--- config.mk ---
export PLATFORM = sky130hd
export DESIGN_NAME = rom_download_ctrl
export DESIGN_NICKNAME = d
export VERILOG_FILES = /design/src/rtl/gaplus_dl_pkg.sv /design/src/rtl/dl_region_decode.sv /design/src/rtl/rom_download_ctrl.sv
export SDC_FILE = /design/constraint.sdc
export NUM_CORES = 1
export LEC_CHECK = 0
export CAP_MARGIN = 20
export CORE_MARGIN = 3
export CORE_UTILIZATION = 48
export CTS_CLUSTER_SIZE = 20
export DETAILED_ROUTE_END_ITERATION = 10
export PLACE_DENSITY_LB_ADDON = 0.3
export SETUP_SLACK_MARGIN = 0.15
export SLEW_MARGIN = 25
export SYNTH_ARGS = -nofsm -noshare
export SYNTH_HDL_FRONTEND = slang
export SYNTH_HIERARCHICAL = 1
export SYNTH_SLANG_ARGS = --single-unit
export TNS_END_PERCENT = 30
--- constraint.sdc ---
create_clock -name clk -period 3.45 [get_ports clk]
set_input_delay 0.345 -clock clk [delete_from_list [all_inputs] [get_ports clk]]
set_output_delay 0.345 -clock clk [all_outputs]
set_load 0.01 [all_outputs]
--- src/rtl/gaplus_dl_pkg.sv ---
// Gaplus ROM map constants, FSM states and address classes.
// Shared by the download controller and its region decoder.
package gaplus_dl_pkg;

  localparam logic [17:0] MAIN_BASE = 18'h00000;
  localparam logic [17:0] MAIN_LIM  = 18'h05FFF;
  localparam logic [17:0] SUB_BASE  = 18'h08000;
  localparam logic [17:0] SUB_LIM   = 18'h0DFFF;
  localparam logic [17:0] BG_BASE   = 18'h0E000;
  localparam logic [17:0] BG_LIM    = 18'h0FFFF;
  localparam logic [17:0] SPR_BASE  = 18'h10000;
  localparam logic [17:0] SPR_LIM   = 18'h17FFF;
  localparam logic [17:0] CLUT_BASE = 18'h20000;
  localparam logic [17:0] CLUT_LIM  = 18'h203FF;
  localparam logic [17:0] PAL_BASE  = 18'h20500;
  localparam logic [17:0] PAL_LIM   = 18'h207FF;
  localparam logic [17:0] MAP_END   = 18'h20800;

  typedef enum logic [2:0] {
    IDLE,
    LOAD,
    HOLD,
    RUN,
    ERR
  } dl_state_e;

  typedef enum logic [1:0] {
    LEGAL,
    PAD,
    OOB
  } dl_class_e;

  function automatic logic in_rng(
    input logic [17:0] a,
    input logic [17:0] lo,
    input logic [17:0] hi
  );
    return (a >= lo) && (a <= hi);
  endfunction

endpackage

--- src/rtl/dl_region_decode.sv ---
// Combinational classifier of a download byte offset
// against the Gaplus ROM map.
import gaplus_dl_pkg::*;

module dl_region_decode (
  input  logic [24:0] addr,
  output dl_class_e   cls
);

  logic [17:0] a;
  logic        hi_set;
  logic        legal;

  assign a      = addr[17:0];
  assign hi_set = |addr[24:18];

  assign legal = in_rng(a, MAIN_BASE, MAIN_LIM)
               | in_rng(a, SUB_BASE, SUB_LIM)
               | in_rng(a, BG_BASE, BG_LIM)
               | in_rng(a, SPR_BASE, SPR_LIM)
               | in_rng(a, CLUT_BASE, CLUT_LIM)
               | in_rng(a, PAL_BASE, PAL_LIM);

  always_comb begin
    cls = PAD;
    if (hi_set || (a >= MAP_END)) begin
      cls = OOB;
    end else if (legal) begin
      cls = LEGAL;
    end
  end

endmodule

--- src/rtl/rom_download_ctrl.sv ---
// ioctl byte stream to ROM write bus, load check and CPU reset hold.
// ROMDL_CHECKSUM_EN adds a 16-bit sum of accepted bytes.
import gaplus_dl_pkg::*;

module rom_download_ctrl #(
  parameter logic [7:0]  ROM_INDEX    = 8'h00,
  parameter logic [17:0] EXPECT_BYTES = 18'd91904,
  parameter logic [15:0] HOLD_CYC     = 16'd1024
) (
  input  logic        clk,
  input  logic        reset,
  input  logic        dl_active,
  input  logic [7:0]  dl_index,
  input  logic        dl_wr,
  input  logic [24:0] dl_addr,
  input  logic [7:0]  dl_data,
  output logic        ROMCL,
  output logic [17:0] ROMAD,
  output logic [7:0]  ROMDT,
  output logic        ROMEN,
  output logic        cpu_rst,
  output logic        load_done,
  output logic        err_oob,
  output logic        err_short,
  output logic [17:0] byte_cnt,
  output logic [15:0] checksum
);

  dl_state_e   state_q, state_d;
  logic [17:0] romad_q, romad_d;
  logic [7:0]  romdt_q, romdt_d;
  logic        romen_q, romen_d;
  logic [17:0] cnt_q, cnt_d;
  logic        oob_q, oob_d;
  logic        short_q, short_d;
  logic [15:0] hold_q, hold_d;
  logic        enter_load;
  logic        accept;
  logic        sel;
  dl_class_e   cls;

  dl_region_decode u_dec (
    .addr (dl_addr),
    .cls  (cls)
  );

  assign sel = (dl_index == ROM_INDEX);

  always_comb begin
    state_d    = state_q;
    romad_d    = romad_q;
    romdt_d    = romdt_q;
    romen_d    = 1'b0;
    cnt_d      = cnt_q;
    oob_d      = oob_q;
    short_d    = short_q;
    hold_d     = hold_q;
    enter_load = 1'b0;
    accept     = 1'b0;
    case (state_q)
      LOAD: begin
        if (sel) begin
          if (dl_wr && (cls == LEGAL)) begin
            accept  = 1'b1;
            romen_d = 1'b1;
            romad_d = dl_addr[17:0];
            romdt_d = dl_data;
            if (cnt_q != '1) cnt_d = cnt_q + 18'd1;
          end else if (dl_wr && (cls == OOB)) begin
            oob_d = 1'b1;
          end
          // the closing write is already folded into cnt_d/oob_d
          if (!dl_active) begin
            if (!oob_d && (cnt_d == EXPECT_BYTES)) begin
              state_d = HOLD;
              hold_d  = HOLD_CYC - 16'd1;
            end else begin
              state_d = ERR;
              short_d = (cnt_d != EXPECT_BYTES);
            end
          end
        end
      end
      default: begin
        if (state_q == HOLD) begin
          if (hold_q == 16'd0) state_d = RUN;
          else hold_d = hold_q - 16'd1;
        end
        if (sel && dl_active) begin
          enter_load = 1'b1;
          state_d    = LOAD;
          cnt_d      = '0;
          oob_d      = 1'b0;
          short_d    = 1'b0;
        end
      end
    endcase
  end

  always_ff @(posedge clk or posedge reset) begin
    if (reset) begin
      state_q <= IDLE;
      romad_q <= '0;
      romdt_q <= '0;
      romen_q <= 1'b0;
      cnt_q   <= '0;
      oob_q   <= 1'b0;
      short_q <= 1'b0;
      hold_q  <= '0;
    end else begin
      state_q <= state_d;
      romad_q <= romad_d;
      romdt_q <= romdt_d;
      romen_q <= romen_d;
      cnt_q   <= cnt_d;
      oob_q   <= oob_d;
      short_q <= short_d;
      hold_q  <= hold_d;
    end
  end

`ifdef ROMDL_CHECKSUM_EN
  logic [15:0] cks_q, cks_d;

  always_comb begin
    cks_d = cks_q;
    if (enter_load) cks_d = '0;
    else if (accept) cks_d = cks_q + {8'h00, dl_data};
  end

  always_ff @(posedge clk or posedge reset) begin
    if (reset) cks_q <= '0;
    else       cks_q <= cks_d;
  end

  assign checksum = cks_q;
`else
  logic unused_cks;
  assign unused_cks = enter_load ^ accept;
  assign checksum   = 16'h0000;
`endif

  assign ROMCL     = clk;
  assign ROMAD     = romad_q;
  assign ROMDT     = romdt_q;
  assign ROMEN     = romen_q;
  assign byte_cnt  = cnt_q;
  assign err_oob   = oob_q;
  assign err_short = short_q;
  assign cpu_rst   = (state_q != RUN);
  assign load_done = (state_q == RUN);

endmodule

==> results.yml <==
outcome:
  status: "finished with violations"
  violations: "negative setup slack"
sta:
  finalCritPeriodShare_pct: 103.5
  holdWs_ps: 155.7
  maxSlewHeadroom_pct: 44.89
  clock_skew_ps: 4.727
  min_period_ps: 3571
  hold_viol: 0
  drv_slew: 0
  finalSetupViolCount: 12
  tightest_slew_ps: 826.6
  fmax_mhz: 280.0
  layout_setup_ws_ps: -120.9
  rsz0062_at_grt: "yes"
synthesis:
  synthDistinctLibCells: 62
  yosys-top-cells-area: "dfrtp_1, mux2_2, buf_4"
  synth_area_um2: 3909
  synthCells: 416
  synth_top_cell_by_area: "dfrtp_1"
  syn_area_per_cell_um2: 9.396
  async_flop_share_pct: 100.0
  yosysWarnings: 6
  synth_seq_area_share_pct: 42.25
  ys_ff_latch: 66
  synth_edf_count: 0
  synthFlopType: "dfrtp_1"
  post-synth-top-area-fraction_pct: 42.25
global_routing:
  antenna_found_initial: 0
  grt_pass1_wl_um: 18730
  first_global_vias: 3940
  grt_max_degree: 67
  grt_remaining_overflow: 0
  grt_usage_pct: 26.65
clock_network:
  cts_tree: "built"
  cts.clk_slew.worst_paths_ps: 80
  cts-hold-fix-buffers: 0
  clk_latency_ps: 450
power:
  intPower_uw: 1337
  p_clk_share_pct: 49.7
  pwr-share-seq_pct: 44.3
  p_leak_uw: 0.002412
  power_frac_comb_pct: 6.0
  p_total_uw: 1754
  p_sw_share_pct: 23.78
  ir_drop_mv: 0.2267
  power_switching_uw: 417.1
  power.density_nw_per_um2: 310.4
placement:
  port_buffers: 94
  post-place-ws_ps: -1018
  dpl_cell_area_um2: 5150
  place.gp.congestion: 0.9459
  place_hpwl_um: 8131
setup_path:
  cp_top_family: "simple AND/OR/NAND/NOR gates"
  cp-end-kind: "register"
  start_kind: "input port"
  crit_required_ps: 3800
  crit_chain: "buf_6, or4_4, or2_1, o221a_1, or3b_4, nor2_4, nand3_2, mux2_4, or4b_4, or4_4, buf_12, a31o_4"
  cp.depth: 12
  cp.arrival_ps: 3920
  rr_worst_depth: 8
  crit_top_cell: "or4_4"
  cpPeakStageDelay_ps: 590
  crit_fanout: 8
  setup.worst_path.class: "in2reg"
  slowest_stage: "or4_4"
  path_buf_inv: 2
detailed_routing:
  vias_per_cell: 6.002
  vias: 3967
  wl_per_cell_um: 17.66
  drtPass1Iterations: 5
  drt-initial-drc-count: 338
  drc: 0
  drt_wl_total_um: 11680
  ant_nets: 0
die:
  fp.dieH_um: 96.24
  num_io_pins: 111
  fp-row-count: 32
  start_util_pct: 50.06
  die-area_um2: 9262
  core-area_um2: 7807
  die_x_um: 96.24
finish:
  diodes: 0
  area_growth_pct: 44.56
  layout-drive-gt1-share_pct: 25.04
  nets: 601
  fill_cells: 573
  fin_area_um2: 5650
worst_hold_path:
  hp-class: "in2reg"
  worstHoldPathCells: 2
run:
  cap_violations: 0
## synth_stat cells, drive strengths merged, types with 3 or more instances
cell type  count
o22ai          4
a22oi          3
mux2          28
a211oi         4
or4            6
dfrtp         66
clkbuf        11
xnor2          4
a31oi          6
nand3         23
a21oi         21
nand2b         3
mux2i          3
nor4           9
nor3          15
inv           10
o31ai         15
buf           23
nand2         27
and3           6
nor3b          6
o211ai         6
nor2          34
or3            6
nor2b          3
or2            3
a31o           7
nand4          9
o21ai         25
## state kept, by name, summed over array words and instances, names as in the netlist
| register | cells |
|---|---|
| ROMAD | 18 |
| state_q | 3 |
| ROMEN | 1 |
| byte_cnt | 18 |
| hold_q | 16 |
| err_oob | 1 |
| err_short | 1 |
| ROMDT | 8 |
## final timing paths
check | startpoint | end | slack (ps)
worst max register to register | byte_cnt[12] | hold_q[13] | 230
max in group asynchronous | reset | byte_cnt[2] | 2460
worst max-delay path | dl_addr[16] | hold_q[13] | -120
worst min-delay path | dl_addr[13] | ROMAD[13] | 160
worst min register to register | ROMDT[2] | ROMDT[2] | 510
min in group asynchronous | reset | hold_q[0] | 450
## repair_timing
item	4_1_cts	5_1_grt
gates resized for setup	65	13
cloned	1	0
setup buffers	6	0
setup endpoints to repair	19	19
pin swaps	24	7
## through the flow
stage               TNS, ps  std cells  util [%]
finish               -812.8        661     72.37
global route          -2130        661     72.37
CTS                   -1118        661     71.65
detailed placement   -16540        635     65.96
global placement     -15420        635     65.96
floorplan             -6734        431         -
## layout by cell type (no fill, tap or decap), types with 14 or more instances in the layout
| master | count |
|---|---|
| conb_1 | 16 |
| dfrtp_1 | 66 |
| a21oi_1 | 16 |
| o31ai_1 | 14 |
| nand2_1 | 27 |
| o21ai_0 | 25 |
| mux2_2 | 27 |
| clkdlybuf4s50_1 | 74 |
| nor2_1 | 33 |
| nand3_1 | 21 |
| nor3_1 | 14 |
| buf_4 | 45 |
## cell families (layout without fill, tap and decap cells)
group | Yosys count | count (layout) | synth area share, %
AOI/OAI and AO/OA | 105 | 105 | 18.09
xor gates and xnor gates | 5 | 5 | 1.120
adders and majority gates | 2 | 2 | 0.6401
buffers and inverters | 44 | 172 | 6.370
DFF | 66 | 66 | 42.25
muxes | 31 | 31 | 8.835
other | 1 | 16 | 0.09594
and+or+nand+nor | 162 | 162 | 22.60
## routing by layer
layer	GRT usage, %	vias up	routed length, um
li1	-	1812	-
met1	32.77	1891	4543
met2	43.01	218	5719
met3	6.333	46	936
met4	14.45	0	476
met5	0	-	0
## final cells by class
class                      count  area (um^2)  area share, %
multi-input combinational    321         2245          39.73
tap                          102        127.6          2.259
inverter                      10        37.54         0.6643
clock buffer                  13        175.2          3.100
clock inverter                 7        100.1          1.771
timing repair buffer         142         1314          23.25
sequential                    66         1652          29.23
## power groups by stage
stage          Sequential (uW)  Combinational (uW)  Clock [uW]
3_5_place_dp               793                 107        29.5
2_1_floorplan              793                44.1        23.9
6_report                   777                 105         871
3_3_place_gp               793                 105        29.5
4_1_cts                    777                 105         883
5_1_grt                    778                 116         919
(Power assumes the default switching activity.)
